==> src/rtl/alu_pkg.sv <==
// Definitions shared by the multiplier datapath and its BCD readout converter:
// converter FSM states, double-dabble adjust constants and the product width.
package alu_pkg;

    typedef enum logic [1:0] {
        IDLE  = 2'd0,
        SHIFT = 2'd1,
        DONE  = 2'd2
    } conv_state_t;

    localparam int unsigned BCD_ADJ_THRESH = 5;
    localparam int unsigned BCD_ADJ        = 3;
    localparam int unsigned PRODUCT_WIDTH  = 12;

    function automatic longint unsigned pow10(input int unsigned n);
        longint unsigned r;
        r = 64'd1;
        for (int unsigned i = 0; i < n; i++) begin
            r = r * 64'd10;
        end
        return r;
    endfunction

endpackage

==> src/rtl/bcd_digit_adjust.sv <==
// Double-dabble digit correction: a BCD digit of 5 or more gets +3 so that the
// following left shift carries correctly into the next decimal digit.
module bcd_digit_adjust
    import alu_pkg::*;
(
    input  logic [3:0] digit,
    output logic [3:0] adjusted
);

    always_comb begin
        adjusted = digit;
        if (digit >= 4'(BCD_ADJ_THRESH)) begin
            adjusted = digit + 4'(BCD_ADJ);
        end
    end

endmodule

==> src/rtl/mul_bcd_converter.sv <==
// Iterative shift-add-3 converter from the multiplier's binary product to packed
// BCD, with valid/ready handshakes on both the product and the result side.
module mul_bcd_converter
    import alu_pkg::*;
#(
    parameter int unsigned WIDTH  = PRODUCT_WIDTH,
    parameter int unsigned DIGITS = 4
) (
    input  logic                  clk,
    input  logic                  rst,
    input  logic                  in_valid,
    output logic                  in_ready,
    input  logic [WIDTH-1:0]      bin,
    input  logic                  carry_in,
    output logic                  out_valid,
    input  logic                  out_ready,
    output logic [4*DIGITS-1:0]   bcd,
    output logic                  ovf
);

    localparam int unsigned AW = 4 * DIGITS;
    localparam int unsigned CW = $clog2(WIDTH + 1);

    if (pow10(DIGITS) <= (64'd1 << WIDTH)) begin : g_param_check
        $error("mul_bcd_converter: DIGITS too small to hold every WIDTH-bit value");
    end

    conv_state_t          state, state_n;
    logic [WIDTH-1:0]     sr;
    logic [AW-1:0]        acc;
    logic [AW-1:0]        acc_adj;
    logic [AW-1:0]        acc_shift;
    logic [WIDTH-1:0]     sr_shift;
    logic [AW+WIDTH-1:0]  cat_shift;
    logic [CW-1:0]        cnt;
    logic                 accept;
    logic                 last_iter;

    for (genvar g = 0; g < DIGITS; g++) begin : g_adj
        bcd_digit_adjust u_adj (
            .digit    (acc[4*g +: 4]),
            .adjusted (acc_adj[4*g +: 4])
        );
    end

    // Bits leaving the top digit are dropped; the parameter check rules that out.
    assign cat_shift = {acc_adj, sr} << 1;
    assign acc_shift = cat_shift[AW+WIDTH-1:WIDTH];
    assign sr_shift  = cat_shift[WIDTH-1:0];
    assign last_iter = (cnt == CW'(1));
    assign out_valid = (state == DONE);

    always_comb begin
        state_n  = state;
        in_ready = 1'b0;
        case (state)
            IDLE:    in_ready = 1'b1;
            SHIFT:   if (last_iter) state_n = DONE;
            DONE: begin
                in_ready = out_ready;
                if (out_ready) state_n = IDLE;
            end
            default: state_n = IDLE;
        endcase
        if (rst) in_ready = 1'b0;
        accept = in_valid && in_ready;
        if (accept) state_n = SHIFT;
    end

    always_ff @(posedge clk or posedge rst) begin
        if (rst) begin
            state <= IDLE;
        end else begin
            state <= state_n;
        end
    end

    always_ff @(posedge clk or posedge rst) begin
        if (rst) begin
            sr  <= '0;
            acc <= '0;
            cnt <= '0;
            bcd <= '0;
            ovf <= 1'b0;
        end else if (accept) begin
            sr  <= bin;
            ovf <= carry_in;
            acc <= '0;
            cnt <= CW'(WIDTH);
        end else if (state == SHIFT) begin
            sr  <= sr_shift;
            acc <= acc_shift;
            cnt <= cnt - CW'(1);
            if (last_iter) bcd <= acc_shift;
        end
    end

endmodule

==> config.mk <==
export PLATFORM = sky130hd
export DESIGN_NAME = mul_bcd_converter
export DESIGN_NICKNAME = d
export VERILOG_FILES = /design/src/rtl/alu_pkg.sv /design/src/rtl/bcd_digit_adjust.sv /design/src/rtl/mul_bcd_converter.sv
export SDC_FILE = /design/constraint.sdc
export NUM_CORES = 1
export LEC_CHECK = 0
export ABC_CLOCK_PERIOD_IN_PS = 2360
export CORE_AREA = 2 2 63 124
export DETAILED_ROUTE_END_ITERATION = 12
export DIE_AREA = 0 0 65 126
export PLACE_DENSITY = 0.5
export SLEW_MARGIN = 20
export SYNTH_ARGS = -nofsm -noshare
export SYNTH_HDL_FRONTEND = slang
export SYNTH_SLANG_ARGS = --single-unit
==> constraint.sdc <==
create_clock -name clk -period 2.36 [get_ports clk]
set_input_delay 0.236 -clock clk [delete_from_list [all_inputs] [get_ports clk]]
set_output_delay 0.236 -clock clk [all_outputs]
set_load 0.05 [all_outputs]
==> impl_metrics.prom, run 1 <==
# TYPE chip_impl_metric gauge
chip_impl_metric{name="dr_drc_count",unit=""} 0
chip_impl_metric{name="grt_antenna_before_repair",unit=""} 0
chip_impl_metric{name="number_of_nets_with_antenna_violations_after_routing",unit=""} 0
chip_impl_metric{name="maxCapViolCount",unit=""} 0
chip_impl_metric{name="timing.fmax",unit="MHz"} 495
chip_impl_metric{name="detail_route.first_pass.iterations",unit=""} 4
chip_impl_metric{name="skew",unit="ps"} 6.44
chip_impl_info{name="critical_path.slowest_cell",value="sky130_fd_sc_hd__clkdlybuf4s50_1"} 1
chip_impl_metric{name="globalplace.congestion",unit=""} 0.744
chip_impl_info{name="grt_setup_unrepaired",value="no"} 1
chip_impl_metric{name="clock_sinks",unit=""} 51
chip_impl_metric{name="postSynthRegisterBits",unit=""} 51
chip_impl_metric{name="global_routing_usage_summed_across_all_routing_layers",unit="%"} 13.8
chip_impl_metric{name="drt-total-wl",unit="um"} 5050
chip_impl_info{name="cts_tree",value="yes"} 1
chip_impl_metric{name="portBuffers",unit=""} 35
chip_impl_metric{name="area_enclosed_by_the_die_boundary",unit="um2"} 8190
chip_impl_metric{name="synthesis.area",unit="um2"} 2440
chip_impl_metric{name="htreeDepth",unit=""} 2
chip_impl_metric{name="routed_via_count",unit=""} 1823
chip_impl_metric{name="post_drt_wl_per_cell",unit="um"} 13.3
chip_impl_metric{name="worst_stage_delay_on_the_critical_path",unit="ps"} 790
chip_impl_metric{name="detailedPlacementHpwl",unit="um"} 3590
chip_impl_info{name="hold_path.class",value="in2async"} 1
chip_impl_metric{name="report.final.hold_viol_count",unit=""} 0
chip_impl_metric{name="synth_cell_types",unit=""} 29
chip_impl_metric{name="first_iter_violations",unit=""} 69
chip_impl_metric{name="cts-root-to-sink-buffers",unit=""} 2
chip_impl_metric{name="final.min_clock_period",unit="ps"} 2020
chip_impl_metric{name="report.final.slew_viol_count",unit=""} 0
chip_impl_metric{name="power.density",unit="nW/um2"} 1480
chip_impl_metric{name="post-cts-setup-buffer-count",unit=""} 0
chip_impl_metric{name="arrival",unit="ps"} 1780
chip_impl_metric{name="die_width",unit="um"} 65
chip_impl_metric{name="grt_start_max_net_pins",unit=""} 35
chip_impl_metric{name="grt_remaining_overflow",unit=""} 0
chip_impl_metric{name="synth_fp_nets",unit=""} 277
chip_impl_metric{name="timing.final.crit_share",unit="%"} 85.6
chip_impl_info{name="worstSetupStartpointType",value="flip-flop"} 1
chip_impl_metric{name="fp.dieH",unit="um"} 126
chip_impl_metric{name="report.power.total",unit="uW"} 4470
chip_impl_metric{name="synth_seq_area_share",unit="%"} 52.4
chip_impl_metric{name="worst_pin_slew",unit="ps"} 513
chip_impl_metric{name="ctsHoldBuffers",unit=""} 0
chip_impl_metric{name="cts.clk_slew.worst_paths",unit="ps"} 70
chip_impl_metric{name="floorplan.rows",unit=""} 44
chip_impl_metric{name="final_layout_size_suffix_gt1_share",unit="%"} 8.71
chip_impl_metric{name="area_growth_syn_to_layout",unit="%"} 24.2
chip_impl_metric{name="cp_data_required_time",unit="ps"} 2120
chip_impl_metric{name="setup_viol",unit=""} 0
chip_impl_metric{name="via_count_of_the_first_global_routing_pass",unit=""} 1847
chip_impl_info{name="ordered_cell_list_for_the_critical_path",value="nand2b_1 -> inv_1 -> clkdlybuf4s50_1"} 1
chip_impl_metric{name="cellLeakagePower",unit="uW"} 0.00135
chip_impl_metric{name="crit_fanout",unit=""} 6
chip_impl_metric{name="numCtsBuffers",unit=""} 5
chip_impl_metric{name="slew_headroom",unit="%"} 65.7
chip_impl_metric{name="clk-insertion-delay-late",unit="ps"} 290
chip_impl_metric{name="cts-resized-gates",unit=""} 0
chip_impl_info{name="cts.root.buffer_cell",value="sky130_fd_sc_hd__clkbuf_16"} 1
chip_impl_info{name="timing_worst_setup_path_type",value="reg2out"} 1
chip_impl_metric{name="grt_first_pass_wirelength",unit="um"} 8760
chip_impl_metric{name="syn_inst",unit=""} 250
chip_impl_info{name="outcome",value="complete, no violations"} 1
chip_impl_metric{name="final_nets",unit=""} 313
chip_impl_metric{name="floorplan.io_pins",unit=""} 36
chip_impl_metric{name="initial_utilization",unit="%"} 33.8
chip_impl_metric{name="coreArea",unit="um2"} 7210
chip_impl_metric{name="vias_per_cell",unit=""} 4.81
chip_impl_metric{name="power.ir.vdd_worst",unit="uV"} 704
chip_impl_metric{name="fin_tns_setup",unit="ps"} 0
chip_impl_info{name="crit_path_end_kind",value="output port"} 1
chip_impl_metric{name="num_antenna_cells",unit=""} 0
chip_impl_metric{name="post_synth.cell_area_avg",unit="um2"} 9.75
chip_impl_metric{name="synth_warnings",unit=""} 0
[registers in the layout, indices dropped and copies added (netlist names)]
name and cells:
acc 16, bcd 16, sr 12, cnt 4, state 2, ovf 1
[worst paths after layout]
kind	endpoint	depth (start not counted)	slack [ps]	startpoint
max in group asynchronous	bcd[2]	3	1290	rst
hold reg to reg	bcd[6]	2	480	bcd[6]
setup reg to reg	bcd[0]	5	590	cnt[1]
setup / recovery	out_valid	3	340	state[0]
hold / removal	state[1]	2	430	rst
min in group clk	bcd[6]	2	480	bcd[6]
[placed cells by master (no fill, tap or decap), drive strengths merged]
master / netlist / routed
nand2b: 6 / 6
dfrtp: 51 / 51
ha: 10 / 10
o41a: 1 / 1
nor3: 5 / 5
a22oi: 11 / 11
a21boi: 1 / 1
a21oi: 11 / 11
o21ai: 27 / 27
nor2b: 1 / 1
nand3: 3 / 3
clkdlybuf4s50: 0 / 34
buf: 9 / 7
xor2: 1 / 1
nor4: 2 / 2
and2b: 1 / 1
xnor2: 5 / 5
nor3b: 7 / 7
nand2: 63 / 63
mux2: 6 / 6
inv: 13 / 13
o22ai: 12 / 12
nor2: 1 / 1
clkbuf: 3 / 8
[routing by layer]
metal / wire (um) / global-route usage (%) / vias up
met5: 0 / 0 / -
met4: 102 / 6.01 / 0
met3: 145 / 2.77 / 5
met2: 2750 / 23.7 / 28
met1: 2050 / 16.3 / 870
li1: - / - / 920
[synth_stat cells]
| cell type | count | area [um2] |
|---|---|---|
| sky130_fd_sc_hd__a21boi_0 | 1 | 7.51 |
| sky130_fd_sc_hd__a21oi_1 | 11 | 55.1 |
| sky130_fd_sc_hd__a22oi_1 | 11 | 82.6 |
| sky130_fd_sc_hd__and2b_1 | 1 | 7.51 |
| sky130_fd_sc_hd__buf_2 | 5 | 25.0 |
| sky130_fd_sc_hd__buf_4 | 2 | 15.0 |
| sky130_fd_sc_hd__buf_6 | 2 | 22.5 |
| sky130_fd_sc_hd__clkbuf_1 | 2 | 7.51 |
| sky130_fd_sc_hd__clkbuf_2 | 1 | 5.00 |
| sky130_fd_sc_hd__dfrtp_1 | 51 | 1280 |
| sky130_fd_sc_hd__ha_1 | 10 | 125 |
| sky130_fd_sc_hd__inv_1 | 13 | 48.8 |
| sky130_fd_sc_hd__mux2_2 | 5 | 56.3 |
| sky130_fd_sc_hd__mux2_4 | 1 | 15.0 |
| sky130_fd_sc_hd__nand2_1 | 62 | 233 |
| sky130_fd_sc_hd__nand2_2 | 1 | 6.26 |
| sky130_fd_sc_hd__nand2b_1 | 6 | 37.5 |
| sky130_fd_sc_hd__nand3_1 | 3 | 15.0 |
| sky130_fd_sc_hd__nor2_1 | 1 | 3.75 |
| sky130_fd_sc_hd__nor2b_1 | 1 | 6.26 |
| sky130_fd_sc_hd__nor3_1 | 5 | 25.0 |
| sky130_fd_sc_hd__nor3b_1 | 7 | 52.6 |
| sky130_fd_sc_hd__nor4_2 | 1 | 12.5 |
| sky130_fd_sc_hd__nor4_4 | 1 | 21.3 |
| sky130_fd_sc_hd__o21ai_0 | 27 | 135 |
| sky130_fd_sc_hd__o22ai_1 | 12 | 75.1 |
| sky130_fd_sc_hd__o41a_2 | 1 | 12.5 |
| sky130_fd_sc_hd__xnor2_1 | 5 | 43.8 |
| sky130_fd_sc_hd__xor2_1 | 1 | 8.76 |
[layout make-up]
class | instances | area, um2
Timing Repair Buffer | 41 | 393
Inverter | 13 | 48.8
Clock buffer | 8 | 156
Sequential cell | 51 | 1280
Tap cell | 92 | 115
Multi-Input combinational cell | 174 | 1040
Fill cell | 713 | 4190
[logic make-up (layout without fill, tap and decap cells)]
logic type | count (synthesis) | count (layout) | share of synthesized area, %
flops | 51 | 51 | 52.4
mux | 6 | 6 | 2.93
xor+xnor | 6 | 6 | 2.16
fa+ha+maj | 10 | 10 | 5.13
compound gates | 63 | 63 | 15.1
buf+inv | 25 | 62 | 5.08
simple gates | 89 | 89 | 17.2
[where the power goes]
group          switching [uW]  internal [uW]
Combinational            1320            844
Clock                     310            452
Sequential                292           1260
Total                    1920           2560
[stage by stage]
step                      utilization (%)  instances  cell area (um2)  worst slack, ps  hold WS [ps]
after floorplan                         -        250             2440              321           344
after global placement               39.8        371             2870              533           460
after detailed placement             39.8        371             2870              510           468
after CTS                            42.0        379             3030              327           445
after global routing                 42.0        379             3030              260           496
final                                42.0        379             3030              340           429
[worst max-delay path, delay by kind of cell (launching register included)]
family,cells,cell delay [ps]
buffers and inverters,2,850
flip-flops,1,450
AND/OR/NAND/NOR,1,190
Power figures use the tool's default switching activity.
==> run 2: changes to the inputs <==
Settings changed: CORE_AREA 2 2 63 124 to 2 2 52 102, DIE_AREA 0 0 65 126 to 0 0 54 104, GPL_TIMING_DRIVEN set to 0, PLACE_DENSITY 0.5 to 0.71, RECOVER_POWER set to 100.
==> impl_metrics.prom, run 2 (same netlist as run 1, synthesis figures left out) <==
# TYPE chip_impl_metric gauge
chip_impl_info{name="outcome",value="complete, no violations"} 1
chip_impl_metric{name="cellLeakagePower",unit="uW"} 0.00136
chip_impl_metric{name="via_count_of_the_first_global_routing_pass",unit=""} 2006
chip_impl_info{name="layout_top_registers",value="acc: 16 flops, bcd: 16 flops, sr: 12 flops"} 1
chip_impl_metric{name="fin_tns_setup",unit="ps"} 0
chip_impl_metric{name="met3_wire_len",unit="um"} 124
chip_impl_metric{name="clk-insertion-delay-late",unit="ps"} 300
chip_impl_metric{name="fin_worst_hold_slack",unit="ps"} 476
chip_impl_metric{name="die_width",unit="um"} 54
chip_impl_metric{name="grt_remaining_overflow",unit=""} 0
chip_impl_metric{name="htreeDepth",unit=""} 2
chip_impl_metric{name="numCtsBuffers",unit=""} 5
chip_impl_metric{name="fp.dieH",unit="um"} 104
chip_impl_metric{name="drt-total-wl",unit="um"} 4980
chip_impl_metric{name="final.min_clock_period",unit="ps"} 2210
chip_impl_metric{name="initial_utilization",unit="%"} 50.1
chip_impl_metric{name="area_growth_syn_to_layout",unit="%"} 20.1
chip_impl_metric{name="cts-root-to-sink-buffers",unit=""} 2
chip_impl_metric{name="cts.clk_slew.worst_paths",unit="ps"} 90
chip_impl_metric{name="clock_sinks",unit=""} 51
chip_impl_metric{name="report.final.hold_viol_count",unit=""} 0
chip_impl_metric{name="power.density",unit="nW/um2"} 1440
chip_impl_metric{name="num_antenna_cells",unit=""} 0
chip_impl_metric{name="power.ir.vdd_worst",unit="uV"} 864
chip_impl_metric{name="report.final.slew_viol_count",unit=""} 0
chip_impl_metric{name="detailedPlacementHpwl",unit="um"} 3800
chip_impl_metric{name="floorplan.rows",unit=""} 36
chip_impl_info{name="grt_setup_unrepaired",value="no"} 1
chip_impl_metric{name="portBuffers",unit=""} 35
chip_impl_metric{name="area_enclosed_by_the_die_boundary",unit="um2"} 5620
chip_impl_metric{name="timing.fmax",unit="MHz"} 453
chip_impl_info{name="cts_tree",value="yes"} 1
chip_impl_metric{name="vias_per_cell",unit=""} 5.41
chip_impl_metric{name="timing.final.crit_share",unit="%"} 93.6
chip_impl_metric{name="cts-resized-gates",unit=""} 0
chip_impl_info{name="worstSetupStartpointType",value="input pin"} 1
chip_impl_metric{name="final_layout_size_suffix_gt1_share",unit="%"} 6.46
chip_impl_info{name="top_layer_used",value="met4"} 1
chip_impl_metric{name="wl_met1",unit="um"} 1930
chip_impl_metric{name="setup_viol",unit=""} 0
chip_impl_metric{name="arrival",unit="ps"} 1970
chip_impl_info{name="timing_worst_setup_path_type",value="in2out"} 1
chip_impl_metric{name="slew_headroom",unit="%"} 37.7
chip_impl_info{name="layout_commonest_cell",value="sky130_fd_sc_hd__nand2_1"} 1
chip_impl_metric{name="grt_antenna_before_repair",unit=""} 0
chip_impl_info{name="layout_common_cells",value="63 x sky130_fd_sc_hd__nand2_1, 51 x sky130_fd_sc_hd__dfrtp_1, 27 x sky130_fd_sc_hd__o21ai_0"} 1
chip_impl_metric{name="wl_met2",unit="um"} 2840
chip_impl_metric{name="grt_first_pass_wirelength",unit="um"} 9000
chip_impl_metric{name="post_drt_wl_per_cell",unit="um"} 14.2
chip_impl_metric{name="final_nets",unit=""} 320
chip_impl_metric{name="global_routing_usage_summed_across_all_routing_layers",unit="%"} 21.2
chip_impl_metric{name="maxCapViolCount",unit=""} 0
chip_impl_metric{name="skew",unit="ps"} 5.15
chip_impl_metric{name="dr_drc_count",unit=""} 0
chip_impl_metric{name="worst_pin_slew",unit="ps"} 926
chip_impl_info{name="hold_path.class",value="reg2reg"} 1
chip_impl_metric{name="detail_route.first_pass.iterations",unit=""} 4
chip_impl_metric{name="first_iter_violations",unit=""} 32
chip_impl_metric{name="number_of_nets_with_antenna_violations_after_routing",unit=""} 0
chip_impl_metric{name="globalplace.congestion",unit=""} 0.742
chip_impl_metric{name="post-cts-setup-buffer-count",unit=""} 0
chip_impl_metric{name="coreArea",unit="um2"} 4860
chip_impl_metric{name="crit_fanout",unit=""} 4
chip_impl_metric{name="ctsHoldBuffers",unit=""} 0
chip_impl_metric{name="grt_start_max_net_pins",unit=""} 29
chip_impl_info{name="cts.root.buffer_cell",value="sky130_fd_sc_hd__clkbuf_8"} 1
chip_impl_metric{name="routed_via_count",unit=""} 1900
chip_impl_metric{name="cp_data_required_time",unit="ps"} 2120
chip_impl_info{name="crit_path_end_kind",value="output port"} 1
chip_impl_metric{name="floorplan.io_pins",unit=""} 36
==> run 2: cell count changes in the layout (fill, tap and decap cells not counted), sizes merged <==
cell           delta
dlygate4sd3      +19
buf               -5
clkbuf           +11
clkdlybuf4s50    -18
==> run 2: layout make-up <==
type,instances,area (um2)
Fill cell,467,1940
Sequential cell,51,1280
Multi-Input combinational cell,174,1020
Timing Repair Buffer,36,355
Clock buffer,8,100
Tap cell,57,71.3
Buffer,12,55.1
Inverter,13,48.8
==> run 2: path summary, 6_finish.rpt <==
kind | end | cells after the start | startpoint | slack (ps)
worst max-delay path | in_ready | 3 | rst | 150
worst min-delay path | bcd[12] | 2 | bcd[12] | 480
worst max register to register | acc[9] | 4 | state[1] | 340
worst min register to register | bcd[12] | 2 | bcd[12] | 480
max in group asynchronous | bcd[6] | 3 | rst | 530
min in group asynchronous | sr[1] | 2 | rst | 640
==> run 2: power breakdown <==
group	switching [uW]	leakage (uW)	internal (uW)	total (uW)
clock	275	0.0000515	268	543
combinational	1350	0.000657	809	2160
sequential	271	0.000653	1260	1530
==> run 2: worst max-delay path, cell delays in order <==
cell and delay (ps):
sky130_fd_sc_hd__dlygate4sd3_1 600, sky130_fd_sc_hd__nor3_1 280, sky130_fd_sc_hd__clkdlybuf4s50_1 860
==> run 2: per-stage QoR <==
| step | util [%] | total power [uW] | worst slack [ps] | area [um2] | instances |
|---|---|---|---|---|---|
| after floorplan | - | 3160 | 321 | 2440 | 250 |
| after global placement | 58.8 | 3740 | -256 | 2860 | 342 |
| after detailed placement | 59.2 | 3830 | 202 | 2880 | 343 |
| after CTS | 61.2 | 4370 | 134 | 2980 | 351 |
| after global routing | 60.2 | 4600 | 28.8 | 2930 | 351 |
| final | 60.2 | 4230 | 150 | 2930 | 351 |
==> run 2: routing by layer <==
metal,global-route usage [%],vias to the layer above
li1,-,936
met1,22.8,933
met2,38.2,25
met3,4.31,6
met4,7.86,0
met5,0,-
